==> config.mk <==
export PLATFORM = sky130hd
export DESIGN_NAME = rf_write_arbiter_flat
export DESIGN_NICKNAME = d
export VERILOG_FILES = /design/src/rtl/rf_write_arbiter_if.sv /design/src/rtl/rf_write_arbiter.sv /design/src/flat_wrapper.sv
export SDC_FILE = /design/constraint.sdc
export NUM_CORES = 1
export LEC_CHECK = 0
export ABC_AREA = 1
export BUFFER_PORTS_ARGS = -buffer_cell sky130_fd_sc_hd__buf_2
export CORE_ASPECT_RATIO = 1.25
export CORE_UTILIZATION = 45
export DETAILED_ROUTE_END_ITERATION = 6
export PLACE_DENSITY = 0.77
export SYNTH_ARGS = -nofsm -noshare
export SYNTH_HDL_FRONTEND = slang
export SYNTH_SLANG_ARGS = --single-unit
==> constraint.sdc <==
create_clock -name clk -period 3.5 [get_ports clk]
set_clock_uncertainty 0.05 [all_clocks]
set_input_delay 0.35 -clock clk [delete_from_list [all_inputs] [get_ports clk]]
set_output_delay 0.35 -clock clk [all_outputs]
set_load 0.02 [all_outputs]
==> src/rtl/rf_write_arbiter_if.sv <==
// Write-port bundle of the register-file arbiter: two writeback requesters,
// the clear-sequence control and the registered write port into the file.
interface rf_write_arbiter_if #(
  parameter int unsigned ADDR_W = 3,
  parameter int unsigned DATA_W = 8
);
  logic              req0_valid;
  logic [ADDR_W-1:0] req0_addr;
  logic [DATA_W-1:0] req0_data;
  logic              req0_ready;
  logic              req1_valid;
  logic [ADDR_W-1:0] req1_addr;
  logic [DATA_W-1:0] req1_data;
  logic              req1_ready;
  logic              clr_start;
  logic              clr_busy;
  logic              wr_en;
  logic [ADDR_W-1:0] wr_addr;
  logic [DATA_W-1:0] wr_data;

  modport master (
    output req0_valid, req0_addr, req0_data,
    output req1_valid, req1_addr, req1_data,
    output clr_start,
    input  req0_ready, req1_ready, clr_busy,
    input  wr_en, wr_addr, wr_data
  );

  modport slave (
    input  req0_valid, req0_addr, req0_data,
    input  req1_valid, req1_addr, req1_data,
    input  clr_start,
    output req0_ready, req1_ready, clr_busy,
    output wr_en, wr_addr, wr_data
  );
endinterface

==> src/rtl/rf_write_arbiter.sv <==
// Owns the register file's single write port: round-robin arbitration of two
// writeback requesters plus a zero-fill clear sequencer, all outputs registered.
module rf_write_arbiter #(
  parameter int unsigned ADDR_W        = 3,
  parameter int unsigned DATA_W        = 8,
  parameter bit          ZERO_REG_LOCK = 1'b1,
  parameter bit          CLR_ON_RESET  = 1'b1
) (
  input  logic               clk,
  input  logic               rst,
  rf_write_arbiter_if.slave  bus
);
  localparam logic [0:0]        ST_ARB    = 1'b0;
  localparam logic [0:0]        ST_CLEAR  = 1'b1;
  localparam logic [ADDR_W-1:0] LAST_ADDR = '1;

  logic [0:0]        state_q, state_d;
  logic              rr_ptr_q, rr_ptr_d;
  logic [ADDR_W-1:0] clr_cnt_q, clr_cnt_d;
  logic              wr_en_q, wr_en_d;
  logic [ADDR_W-1:0] wr_addr_q, wr_addr_d;
  logic [DATA_W-1:0] wr_data_q, wr_data_d;
  logic              arb_open, grant0, grant1;

  // A clr_start in ARB blocks both grants that same cycle.
  always_comb begin
    arb_open = (state_q == ST_ARB) && !bus.clr_start;
    grant0   = arb_open && bus.req0_valid && (!bus.req1_valid || !rr_ptr_q);
    grant1   = arb_open && bus.req1_valid && (!bus.req0_valid ||  rr_ptr_q);
  end

  always_comb begin
    state_d   = state_q;
    rr_ptr_d  = rr_ptr_q;
    clr_cnt_d = clr_cnt_q;
    wr_en_d   = 1'b0;
    wr_addr_d = wr_addr_q;
    wr_data_d = wr_data_q;
    if (state_q == ST_CLEAR) begin
      wr_en_d   = 1'b1;
      wr_addr_d = clr_cnt_q;
      wr_data_d = '0;
      clr_cnt_d = clr_cnt_q + 1'b1;
      if (clr_cnt_q == LAST_ADDR) state_d = ST_ARB;
    end else if (bus.clr_start) begin
      state_d   = ST_CLEAR;
      clr_cnt_d = '0;
    end else if (grant0) begin
      wr_en_d   = !(ZERO_REG_LOCK && (bus.req0_addr == '0));
      wr_addr_d = bus.req0_addr;
      wr_data_d = bus.req0_data;
      rr_ptr_d  = 1'b1;
    end else if (grant1) begin
      wr_en_d   = !(ZERO_REG_LOCK && (bus.req1_addr == '0));
      wr_addr_d = bus.req1_addr;
      wr_data_d = bus.req1_data;
      rr_ptr_d  = 1'b0;
    end
  end

  always_ff @(posedge clk) begin
    if (rst) begin
      state_q   <= CLR_ON_RESET ? ST_CLEAR : ST_ARB;
      rr_ptr_q  <= 1'b0;
      clr_cnt_q <= '0;
      wr_en_q   <= 1'b0;
      wr_addr_q <= '0;
      wr_data_q <= '0;
    end else begin
      state_q   <= state_d;
      rr_ptr_q  <= rr_ptr_d;
      clr_cnt_q <= clr_cnt_d;
      wr_en_q   <= wr_en_d;
      wr_addr_q <= wr_addr_d;
      wr_data_q <= wr_data_d;
    end
  end

  assign bus.req0_ready = grant0;
  assign bus.req1_ready = grant1;
  assign bus.clr_busy   = (state_q == ST_CLEAR);
  assign bus.wr_en      = wr_en_q;
  assign bus.wr_addr    = wr_addr_q;
  assign bus.wr_data    = wr_data_q;
endmodule

==> src/flat_wrapper.sv <==
// flat-port wrapper written by rule: the top's interface ports become plain ports
module rf_write_arbiter_flat 
#(
  parameter int unsigned ADDR_W        = 3,
  parameter int unsigned DATA_W        = 8,
  parameter bit          ZERO_REG_LOCK = 1'b1,
  parameter bit          CLR_ON_RESET  = 1'b1
)
  (clk, rst, bus_req0_valid, bus_req0_addr, bus_req0_data, bus_req1_valid, bus_req1_addr, bus_req1_data, bus_clr_start, bus_req0_ready, bus_req1_ready, bus_clr_busy, bus_wr_en, bus_wr_addr, bus_wr_data);
  rf_write_arbiter_if #(.ADDR_W(ADDR_W), .DATA_W(DATA_W)) bus_i ();
  input  logic clk;
  input  logic rst;
  input wire logic [$bits(bus_i.req0_valid)-1:0] bus_req0_valid;
  input wire logic [$bits(bus_i.req0_addr)-1:0] bus_req0_addr;
  input wire logic [$bits(bus_i.req0_data)-1:0] bus_req0_data;
  input wire logic [$bits(bus_i.req1_valid)-1:0] bus_req1_valid;
  input wire logic [$bits(bus_i.req1_addr)-1:0] bus_req1_addr;
  input wire logic [$bits(bus_i.req1_data)-1:0] bus_req1_data;
  input wire logic [$bits(bus_i.clr_start)-1:0] bus_clr_start;
  output wire logic [$bits(bus_i.req0_ready)-1:0] bus_req0_ready;
  output wire logic [$bits(bus_i.req1_ready)-1:0] bus_req1_ready;
  output wire logic [$bits(bus_i.clr_busy)-1:0] bus_clr_busy;
  output wire logic [$bits(bus_i.wr_en)-1:0] bus_wr_en;
  output wire logic [$bits(bus_i.wr_addr)-1:0] bus_wr_addr;
  output wire logic [$bits(bus_i.wr_data)-1:0] bus_wr_data;
  assign bus_i.req0_valid = bus_req0_valid;
  assign bus_i.req0_addr = bus_req0_addr;
  assign bus_i.req0_data = bus_req0_data;
  assign bus_i.req1_valid = bus_req1_valid;
  assign bus_i.req1_addr = bus_req1_addr;
  assign bus_i.req1_data = bus_req1_data;
  assign bus_i.clr_start = bus_clr_start;
  assign bus_req0_ready = bus_i.req0_ready;
  assign bus_req1_ready = bus_i.req1_ready;
  assign bus_clr_busy = bus_i.clr_busy;
  assign bus_wr_en = bus_i.wr_en;
  assign bus_wr_addr = bus_i.wr_addr;
  assign bus_wr_data = bus_i.wr_data;
  rf_write_arbiter #(.ADDR_W(ADDR_W), .DATA_W(DATA_W), .ZERO_REG_LOCK(ZERO_REG_LOCK), .CLR_ON_RESET(CLR_ON_RESET)) u_core (.clk(clk), .rst(rst), .bus(bus_i));
endmodule
# After elaboration in Yosys (flattened, before gate mapping)
# Index checks and enable logic that the tools add are counted.
# classes
multipliers	0
add_sub_neg	1
n_eq_ne	2
reduce_logical	22
n_div	0
n_shift	0
mux	17
order_cmp	0
n_bitwise	2
# ops
operator	n
2-to-1 mux 3 bit	6
2-to-1 mux 8 bit	2
2-to-1 mux 1 bit	9
logical NOT 1 bit	6
logical NOT 3 bit	2
logical AND 1 bit	5
AND reduction 2 bit	2
nonzero test 2 bit	2
adder 3 x 1 -> 3 bit (second input constant)	1
equality test 3 bit (second input constant)	1
AND reduction 3 bit	1
nonzero test 3 bit	1
logical OR 1 bit	2
!= test 2 x 1 -> 1 bit (second input constant)	1
inverter 1 bit	2
OR reduction 2 bit	1
# totals
latchBits	0
out_inout_bits	15
mem_bits_rw	0
reg_bits	17
romBits	0
memories	0

# Logic depth before layout (Yosys ltp)
# Gate-level depths: netlist of the first run.
# depth
depth_word	8
depth_mapped	9

# Worst setup path before layout of the first run
# Ideal clock, no wire load.
# synth_path
kind	flip-flop to output port
startpoint	register u_core.state_q, in the netlist u_core.bus.clr_busy
endpoint	output bus_req1_ready
stages_incl_launch_ff	5
arrival_time_ps	1108
slack_ps	1992
path_cell_list	dfxtp_1 -> buf_6 -> nor2_8 -> nand2_1 -> a21oi_1
# synth_via
elab_chain_cells	4
# synth_lines
item	line_no	text
from (decl)	rf_write_arbiter.sv:17	logic [0:0] state_q, state_d;
from (signal assigned)	rf_write_arbiter.sv:63	state_q <= CLR_ON_RESET ? ST_CLEAR : ST_ARB;
from (signal assigned)	rf_write_arbiter.sv:70	state_q <= state_d;
inverter 1 bit (no line)	n/a	
logical AND 1 bit	rf_write_arbiter.sv:27	arb_open = (state_q == ST_ARB) && !bus.clr_start;
logical AND 1 bit (2 in series)	rf_write_arbiter.sv:29	grant1 = arb_open && bus.req1_valid && (!bus.req0_valid || rr_ptr_q);
to (decl)	flat_wrapper.sv:21	output wire logic [$bits(bus_i.req1_ready)-1:0] bus_req1_ready;
# No other way between the ends.

# Worst setup path after layout of the first run
# layout_path
startpoint	register u_core.state_q, in the netlist u_core.bus.clr_busy
endpoint	output bus_req0_ready
# layout_via
elab_chain_cells	4
# layout_lines
item	line_no	text
inverter 1 bit (no line)	n/a	
logical AND 1 bit	rf_write_arbiter.sv:27	
logical AND 1 bit (2 in series)	rf_write_arbiter.sv:28	grant0 = arb_open && bus.req0_valid && (!bus.req1_valid || !rr_ptr_q);
to (decl)	flat_wrapper.sv:20	output wire logic [$bits(bus_i.req0_ready)-1:0] bus_req0_ready;
# No other way between the ends.

==> metrics, run 1 <==
layout cell share with drive strength beyond 1 28.7%; FF+latch count, synth 17; Clk pin slew, worst setup/hold paths 0.10 ns; sequential share of the synthesized area 36.1%; die width 43.0 µm; fin. max-slew vios 0; Rows 18; final setup fails 0; Core ar. 0.00198 mm²; Worst Setup Path Type reg2out; die height roughly 53 µm; combinational share of power 12.6%; Inserted Diodes 0; die area 0.00228 mm²; leading area contributor after synthesis dfxtp_1; mux contribution to synthesized area 0%; port bufs 41; max_slew headroom 64.6%; initial core utilization 47.6%; Hold WS 0.247 ns; MaxCap Viol Count 0; largest cells by area after synthesis dfxtp_1 36%, nand2_1 19%, inv_1 9.9%; total CTS buffers 3; first-pass GRT wire length between 3 and 4 mm; TritonCTS clock tree built; total number of vias about 950; post-synthesis adder-cell area fraction 2.65%; vias in the first global route 888; LEAKAGE 0.639 nW; Syn-to-layout area delta 22.5%; Final TNS setup 0 ns; mapped cell area 943 µm²; Root Driver clkbuf_4; clk buf depth 2; Fillers 217; Max FO, Critical Path 14; Sink Count 17; Commonest cells post-synth 49 x nand2_1, 25 x inv_1, 17 x dfxtp_1; Compound-Gate Fraction of Synth Area 11.7%; post-CTS resize count 0; drt first pass iters 4; largest net degree at the start of global routing 15; Via density 4.74; status finished clean; WL/cell between 10 and 15 µm; Worst VDD drop between 0.0002 and 0.00025 V; initial antenna violation count 0; antenna viol nets, final 0; FFs w/ async S/R, synth 0%; HPWL after DPL 1.64 mm; R2R Setup Slk around 2 ns; post-synthesis instance total 141; WL final 2.04 mm; I/O pin cnt 42; First DRT Iteration DRCs 5; internal power ~0.00026 W; H-tree Lvls 1; Yosys cell types 20; number of flops mapped to enable cells by yosys 0; PD cells 308 mW/mm²; post-synth top area share 36.1%; Switching Share 26.2%; Max Freq 0.515 GHz; syn nets 170; Net Sw Power roughly 0.000093 W; clock power share a little under a third; CP arrival 1.54 ns; hold buffer count at cts 0; sequential power share between 50% and 60%; DRC errors left 0; Post-Synth Simple-Gate Area 34.1%; clock latency on the worst-skew pair around 0.3 ns; combinational family with the most area after synthesis simple AND/OR/NAND/NOR gates; Post-CTS Setup Repair Bufs 0; syn avg cell area 6.69 µm²; CP endpoint kind output port; gpl congestion ~0.86; worst hold-check path type in2reg; Layout Nets about 210; YS warnings 0; worst slew pin tran 0.531 ns; critical path required time between 3 and 4 ns; Final Hold Fails 0; most common cell in the netlist nand2_1; dominant synthesized flop cell dfxtp_1; Synth Area in XOR/XNOR 0%; fin crit share 55.5%; GRT overflow 0; GRT Total Usage 19.3%; Tmin final 1.94 ns; Setup crit start kind flop; RSZ-0062 raised after global routing no
[cells by family after synthesis]
group,count (synthesis)
and+or+nand+nor,70
adders and majority gates,2
buffers and inverters,32
AOI/OAI and AO/OA,20
DFF,17
[flip-flops by register name, summed over array words and instances (netlist names)]
register and flops:
u_core.clr_cnt_q 3, u_core.bus.wr_data 8, u_core.bus.wr_en 1, u_core.rr_ptr_q 1, u_core.bus.wr_addr 3, u_core.bus.clr_busy 1
[placed cells by master (no fill, tap or decap)]
master and count:
buf_2 41, nor2_8 1, nand4_1 2, nand3_1 12, nand3_4 1, a21oi_1 16, nand2_1 49, o21ai_0 1
o21ai_2 1, clkbuf_4 3, nor2_1 3, inv_1 25, o211ai_1 1, clkinv_2 1, ha_1 2, a21oi_2 1
nand3b_2 1, nor3_1 1, inv_2 2, dfxtp_1 17
[path summary, 6_finish.rpt]
check,start,endpoint,cells after the start
max,u_core.bus.clr_busy,bus_req0_ready,4
min,rst,u_core.bus.wr_addr[2],2
max reg2reg,u_core.bus.clr_busy,u_core.bus.wr_addr[0],5
min reg2reg,u_core.rr_ptr_q,u_core.rr_ptr_q,2
[power by group through the flow]
stage	registers (W)	logic, W	clock network (W)
floorplan	0.000211	0.0000186	0
global placement	0.000208	0.0000440	0
detailed placement	0.000208	0.0000451	0
CTS	0.000203	0.0000455	0.000111
global route	0.000204	0.0000507	0.000120
finish	0.000203	0.0000448	0.000108
[metrics by stage]
step	std cells	utilization, %	setup WS, ns	total power [W]	instance area (µm²)
after floorplan	141	-	1.99	0.000229	943
after CTS	201	58.3	1.54	0.000360	1160
final	201	58.3	1.56	0.000356	1160
after global routing	201	58.3	1.46	0.000376	1160
after global placement	197	56.9	1.92	0.000251	1130
after detailed placement	197	56.9	1.88	0.000253	1130
[critical path, cell delays in order (launching register included)]
cell and delay, ns:
dfxtp_1 0.44, nor2_8 0.22, nand3_4 0.18, inv_2 0.20, buf_2 0.20
[cell type report]
cell class                 count  area [µm²]  share of cell area [%]
clock buffer                   3        22.5                    1.95
tap                           20        25.0                    2.16
timing repair buffer          41         205                    17.7
clock inverter                 1        5.00                   0.433
multi-input combinational     92         457                    39.5
inverter                      27         101                    8.77
sequential                    17         340                    29.4
[layer usage]
| layer | GRT usage, % | share of wire, % |
|---|---|---|
| met1 | 20.8 | 42 |
| met5 | 0 | 0 |
| met4 | 9.09 | 2.0 |
| met3 | 3.75 | 7.3 |
| met2 | 35.9 | 48 |
No activity file was read; power rests on OpenSTA's default activity.
==> run 2, diff against run 1 <==
- ABC_AREA: 1 -> 0
- CORE_UTILIZATION: 45 -> 43
- PLACE_DENSITY: 0.77 -> 0.76
- clock period: 3.5 -> 1.8 ns (I/O delays scaled with it)
==> metrics, run 2 <==
status finished clean; CP max stage cell dfxtp_1; TritonCTS clock tree built; critical path required time 1.57 ns (-1.53 ns); layout cell share with drive strength beyond 1 39.6% (+11 points); Max FO, Critical Path 13 (-1); I/O pin cnt 42 (unchanged); GRT Total Usage 19.8% (+0.48 points); Setup crit start kind flop; antenna viol nets, final 0 (unchanged); WL final 1.87 mm (-8.4%); Rows 17 (-1); drt first pass iters 4 (unchanged); Core ar. 0.00179 mm² (-9.8%); most common cell in the netlist nor2_1; Final Hold Fails 0 (unchanged); post-CTS resize count 0 (unchanged); Max Freq 0.595 GHz; FFs w/ async S/R, synth 0% (unchanged); largest cells by area after synthesis dfxtp_1 42%, nor2_1 11%, nor4_1 6.9%; worst hold-check path type in2reg; gpl congestion 0.771 (-10%); fin. max-slew vios 0 (unchanged); Clk pin slew, worst setup/hold paths 0.10 ns (about the same); Syn-to-layout area delta 29.0%; First DRT Iteration DRCs 14 (+9); mapped cell area 820 µm² (-13%); Critical path buffers and inverters 2 (unchanged); H-tree Lvls 1 (unchanged); max incr delay on CP 0.35 ns (-0.09 ns); crit path cell chain nor2_4 > nand3_4 > inv_2 > buf_2; max_slew headroom 74.2% (+9.6 points); Commonest cells post-synth 23 x nor2_1, 17 x dfxtp_1, 9 x nor3_1, 9 x nor4_1, 6 x a21oi_1; total number of vias 836 (-12%); total CTS buffers 3 (unchanged); vias in the first global route 710 (-20%); Yosys cell types 30 (+50%); clock latency on the worst-skew pair 0.29 ns (about the same); worst slew pin tran 0.387 ns (-0.144 ns); max FFs per register 8 (unchanged); Inserted Diodes 0 (unchanged); YS warnings 0 (unchanged); Via density 5.29 (+12%); Root Driver clkbuf_4; GRT overflow 0 (unchanged); leading area contributor after synthesis dfxtp_1; post-synthesis instance total 98 (-30%); CP endpoint kind output port; sequential share of the synthesized area 41.5% (+5.5 points); die height 50.8 µm (-4.5%); LEAKAGE 0.477 nW (-25%); syn nets 127 (-25%); post-synth top area share 41.5% (+5.5 points); RSZ-0062 raised after global routing no; Multi-input gate area 442 µm² (-3.3%); Post-Route Utilization 59.2% (+0.84 points); largest net degree at the start of global routing 16 (+1); number of flops mapped to enable cells by yosys 0 (unchanged); WL/cell 11.8 µm (+17%); hold buffer count at cts 0 (unchanged); PD cells 638 mW/mm² (+110%); Tmin final approximately 1.7 ns; Fillers 181 (-17%); CP arrival 1.45 ns (-0.09 ns); Post-CTS Setup Repair Bufs 0 (unchanged); final setup fails 0 (unchanged); Finished Layout Cells 158 (-21%); Register Area 340 µm² (unchanged); Largest delay share family, worst path simple AND/OR/NAND/NOR gates; die width 41.0 µm (-4.4%); dominant synthesized flop cell dfxtp_1; DRC errors left 0 (unchanged); initial core utilization 45.9% (-1.7 points); die area 0.00209 mm² (-8.7%); clk buf depth 2 (unchanged); initial antenna violation count 0 (unchanged); FF+latch count, synth 17 (unchanged); fin crit share 93.3%; most frequent cells in the layout 41 x buf_2, 23 x nor2_1, 17 x dfxtp_1, 9 x nor3_1, 9 x nor4_1; commonest non-fill, non-tap cell in the layout buf_2; Sink Count 17 (unchanged); Layout Nets 169 (-20%); placed cell count 154 (-22%); HPWL after DPL 1.47 mm (-10%); Final TNS setup 0 ns (unchanged); MaxCap Viol Count 0 (unchanged); Worst VDD drop 0.000466 V (+90%); syn avg cell area 8.36 µm² (+25%); port bufs 41 (unchanged); Worst Setup Path Type reg2out; first-pass GRT wire length 2.84 mm (-16%)
[run 2: worst paths after layout]
kind	start	endpoint	slack [ns]	cells after the start
worst max-delay path	u_core.bus.clr_busy	bus_req0_ready	0.12	4
worst min-delay path	bus_req1_valid	u_core.rr_ptr_q	0.10	2
worst max register to register	u_core.bus.clr_busy	u_core.bus.wr_en	0.33	5
worst min register to register	u_core.bus.wr_data[6]	u_core.bus.wr_data[6]	0.45	2
[run 2: worst reg2reg max path: stages (launching register included)]
cell	delay (ns)
dfxtp_1	0.35
nor2_4	0.22
nand3_4	0.20
inv_2	0.20
nor4_1	0.06
o41ai_1	0.29
[run 2: stage by stage]
stage                     area, µm²  setup WS (ns)  total power, W  hold slack, ns
after global routing           1060         0.0217        0.000711          0.0905
after CTS                      1060          0.103        0.000679          0.0987
after floorplan                 820          0.432        0.000434           0.246
final                          1060          0.120        0.000675           0.102
after detailed placement       1030          0.340        0.000479           0.414
after global placement         1030          0.429        0.000479           0.410
[run 2: metal layers]
metal	GRT usage (%)	wire, µm
met2	32.3	833
met1	23.9	843
met5	0	0
met4	10.0	32
met3	2.61	155
[run 2: kinds of logic (layout without fill, tap and decap cells)]
| kind of cell | count (synthesis) | after routing | share of synthesized area [%] |
|---|---|---|---|
| mux | 1 | 1 | 1.22 |
| compound gates | 15 | 15 | 12.8 |
| fa+ha+maj | 2 | 2 | 3.05 |
| flops | 17 | 17 | 41.5 |
| buf+inv | 7 | 48 | 4.58 |
| simple gates | 56 | 56 | 36.8 |
[run 2: where the power goes]
part           switching, W  internal, W  leakage, nW
Combinational     0.0000387    0.0000388        0.321
Sequential       0.00000657     0.000387        0.138
Clock              0.000121    0.0000828       0.0177
Total              0.000167     0.000508        0.477
[run 2: final cells by class]
cell class                      count  share of cell area [%]
Clock buffer                        3                    2.13
Clock inverter                      1                   0.473
Inverter                            1                   0.355
Multi-Input combinational cell     74                    41.8
Sequential cell                    17                    32.2
Tap cell                           19                    2.25
Timing Repair Buffer               43                    20.8
==> run 3, diff against run 2 <==
- BUFFER_PORTS_ARGS: -buffer_cell sky130_fd_sc_hd__buf_2 -> not set
- CORE_UTILIZATION: 43 -> 45
- DONT_BUFFER_PORTS: not set -> 1
- PLACE_DENSITY: 0.76 -> not set
==> metrics, run 3 (synthesis gave the netlist of run 2 again) <==
most frequent cells in the layout 23 x nor2_1, 17 x dfxtp_1, 9 x nor3_1, 9 x nor4_1; vias in the first global route 702 (-1.1%); Via density 6.00 (+13%); Final Hold Fails 0 (unchanged); MaxCap Viol Count 0 (unchanged); initial core utilization 49.9% (+4.1 points); fin crit share 92.8% (-0.55 points); max incr delay on CP 0.39 ns (+0.04 ns); clock latency on the worst-skew pair 0.29 ns (about the same); Rows 16 (-1); combinational share of power 6.5% (-5.0 points); Inserted Diodes 0 (unchanged); Sink Count 17 (unchanged); TritonCTS clock tree built; Core ar. 0.00164 mm² (-8.1%); Tmin final 1.67 ns (-0.00985 ns); fin. max-slew vios 0 (unchanged); WL/cell 14.7 µm (+24%); die height 49.7 µm (-2.2%); first-pass GRT wire length 2.92 mm (+2.9%); Tot Pwr 0.000647 W (-4.2%); Post-CTS Setup Repair Bufs 0 (unchanged); CP endpoint kind output port; max FFs per register 8 (unchanged); Syn-to-layout area delta 15.0%; port bufs 0 (-100%); max_slew headroom 75.5% (+1.3 points); Max FO, Critical Path 13 (unchanged); gpl congestion 0.790 (+2.4%); RSZ-0062 raised after global routing no; GRT overflow 0 (unchanged); Final TNS setup 0 ns (unchanged); Net Sw Power 0.000149 W (-11%); First DRT Iteration DRCs 14 (unchanged); H-tree Lvls 1 (unchanged); total CTS buffers 3 (unchanged); GRT Total Usage 21.1% (+1.3 points); die width 40.2 µm (-2.1%); Worst VDD drop 0.000384 V (-18%); antenna viol nets, final 0 (unchanged); largest net degree at the start of global routing 14 (-2); Max Freq 0.599 GHz (+0.59%); I/O pin cnt 42 (unchanged); die area 0.00200 mm² (-4.2%); commonest non-fill, non-tap cell in the layout nor2_1; CP max stage cell dfxtp_1; worst slew pin tran 0.366 ns (-0.0209 ns); Layout Nets 138 (-18%); Switching Share 23.0% (-1.7 points); worst hold-check path type in2reg; Largest delay share family, worst path simple AND/OR/NAND/NOR gates; drt first pass iters 4 (unchanged); total number of vias 756 (-9.6%); Setup crit start kind flop; clk buf depth 2 (unchanged); Root Driver clkbuf_4; clock power share 31.7% (+1.4 points); Clk pin slew, worst setup/hold paths 0.09 ns (about the same); PD cells 687 mW/mm² (+7.5%); sequential power share 61.8% (+3.5 points); Worst Setup Path Type reg2out; LEAKAGE 0.339 nW (-29%); layout cell share with drive strength beyond 1 15.7% (-24 points); initial antenna violation count 0 (unchanged); WL final 1.85 mm (-0.86%); crit path cell chain nor2_4 > nand3_4 > inv_4 > buf_4; final setup fails 0 (unchanged); status finished clean; critical path required time 1.57 ns (about the same); HPWL after DPL 1.37 mm (-6.7%); Fillers 152 (-16%); internal power 0.000498 W (-2.0%); DRC errors left 0 (unchanged); CP arrival 1.44 ns (about the same); Critical path buffers and inverters 2 (unchanged)
-- run 3: changes by cell type in the layout (fill, tap and decap cells not counted), sizes merged --
cell	delta
buf	-37
clkinv	-1
dlygate4sd3	+6
clkbuf	+1
-- run 3: final timing paths --
path | from | to | slack [ns] | cells after the start
hold reg to reg | u_core.clr_cnt_q[2] | u_core.bus.wr_addr[2] | 0.44 | 2
setup reg to reg | u_core.bus.clr_busy | u_core.bus.wr_en | 0.32 | 5
setup / recovery | u_core.bus.clr_busy | bus_req0_ready | 0.13 | 4
hold / removal | bus_req0_data[2] | u_core.bus.wr_data[2] | 0.005 | 2
-- run 3: final cells by class --
type / count / area, µm² / share of cell area [%]
Tap cell: 18 / 22.5 / 2.39
Sequential cell: 17 / 340 / 36.1
Timing Repair Buffer: 12 / 105 / 11.2
Clock buffer: 4 / 26.3 / 2.79
Inverter: 1 / 6.26 / 0.664
Multi-Input combinational cell: 74 / 442 / 46.9
-- run 3: stage by stage --
stage	setup WS, ns	cell area, µm²	utilization [%]	hold WS, ns	instances
global route	0.0128	942	57.4	0.00227	126
finish	0.130	942	57.4	0.00547	126
CTS	0.0466	940	57.2	0.000356	126
floorplan	0.432	820	-	0.246	98
global placement	0.323	853	52.0	0.202	116
detailed placement	0.270	853	52.0	0.202	116
-- run 3: power groups by stage --
stage | logic, W | clock network (W) | registers, W
finish | 0.0000419 | 0.000205 | 0.000400
global placement | 0.0000279 | 0 | 0.000409
CTS | 0.0000421 | 0.000216 | 0.000400
global route | 0.0000478 | 0.000225 | 0.000401
detailed placement | 0.0000285 | 0 | 0.000409
floorplan | 0.0000273 | 0 | 0.000407
-- run 3: repair_timing --
item | CTS | global route
setup endpoints to repair | 0 | 1
hold buffers | 6 | 0
gates resized for setup | 0 | 1
endpoints found under the hold margin | 13 | 0
-- run 3: metal layers --
metal | global-route usage (%) | vias up | wire length (µm)
li1 | - | 375 | -
met1 | 21.9 | 347 | 734
met2 | 35.5 | 29 | 942
met3 | 6.31 | 5 | 125
met4 | 11.7 | 0 | 46
met5 | 0 | - | 0
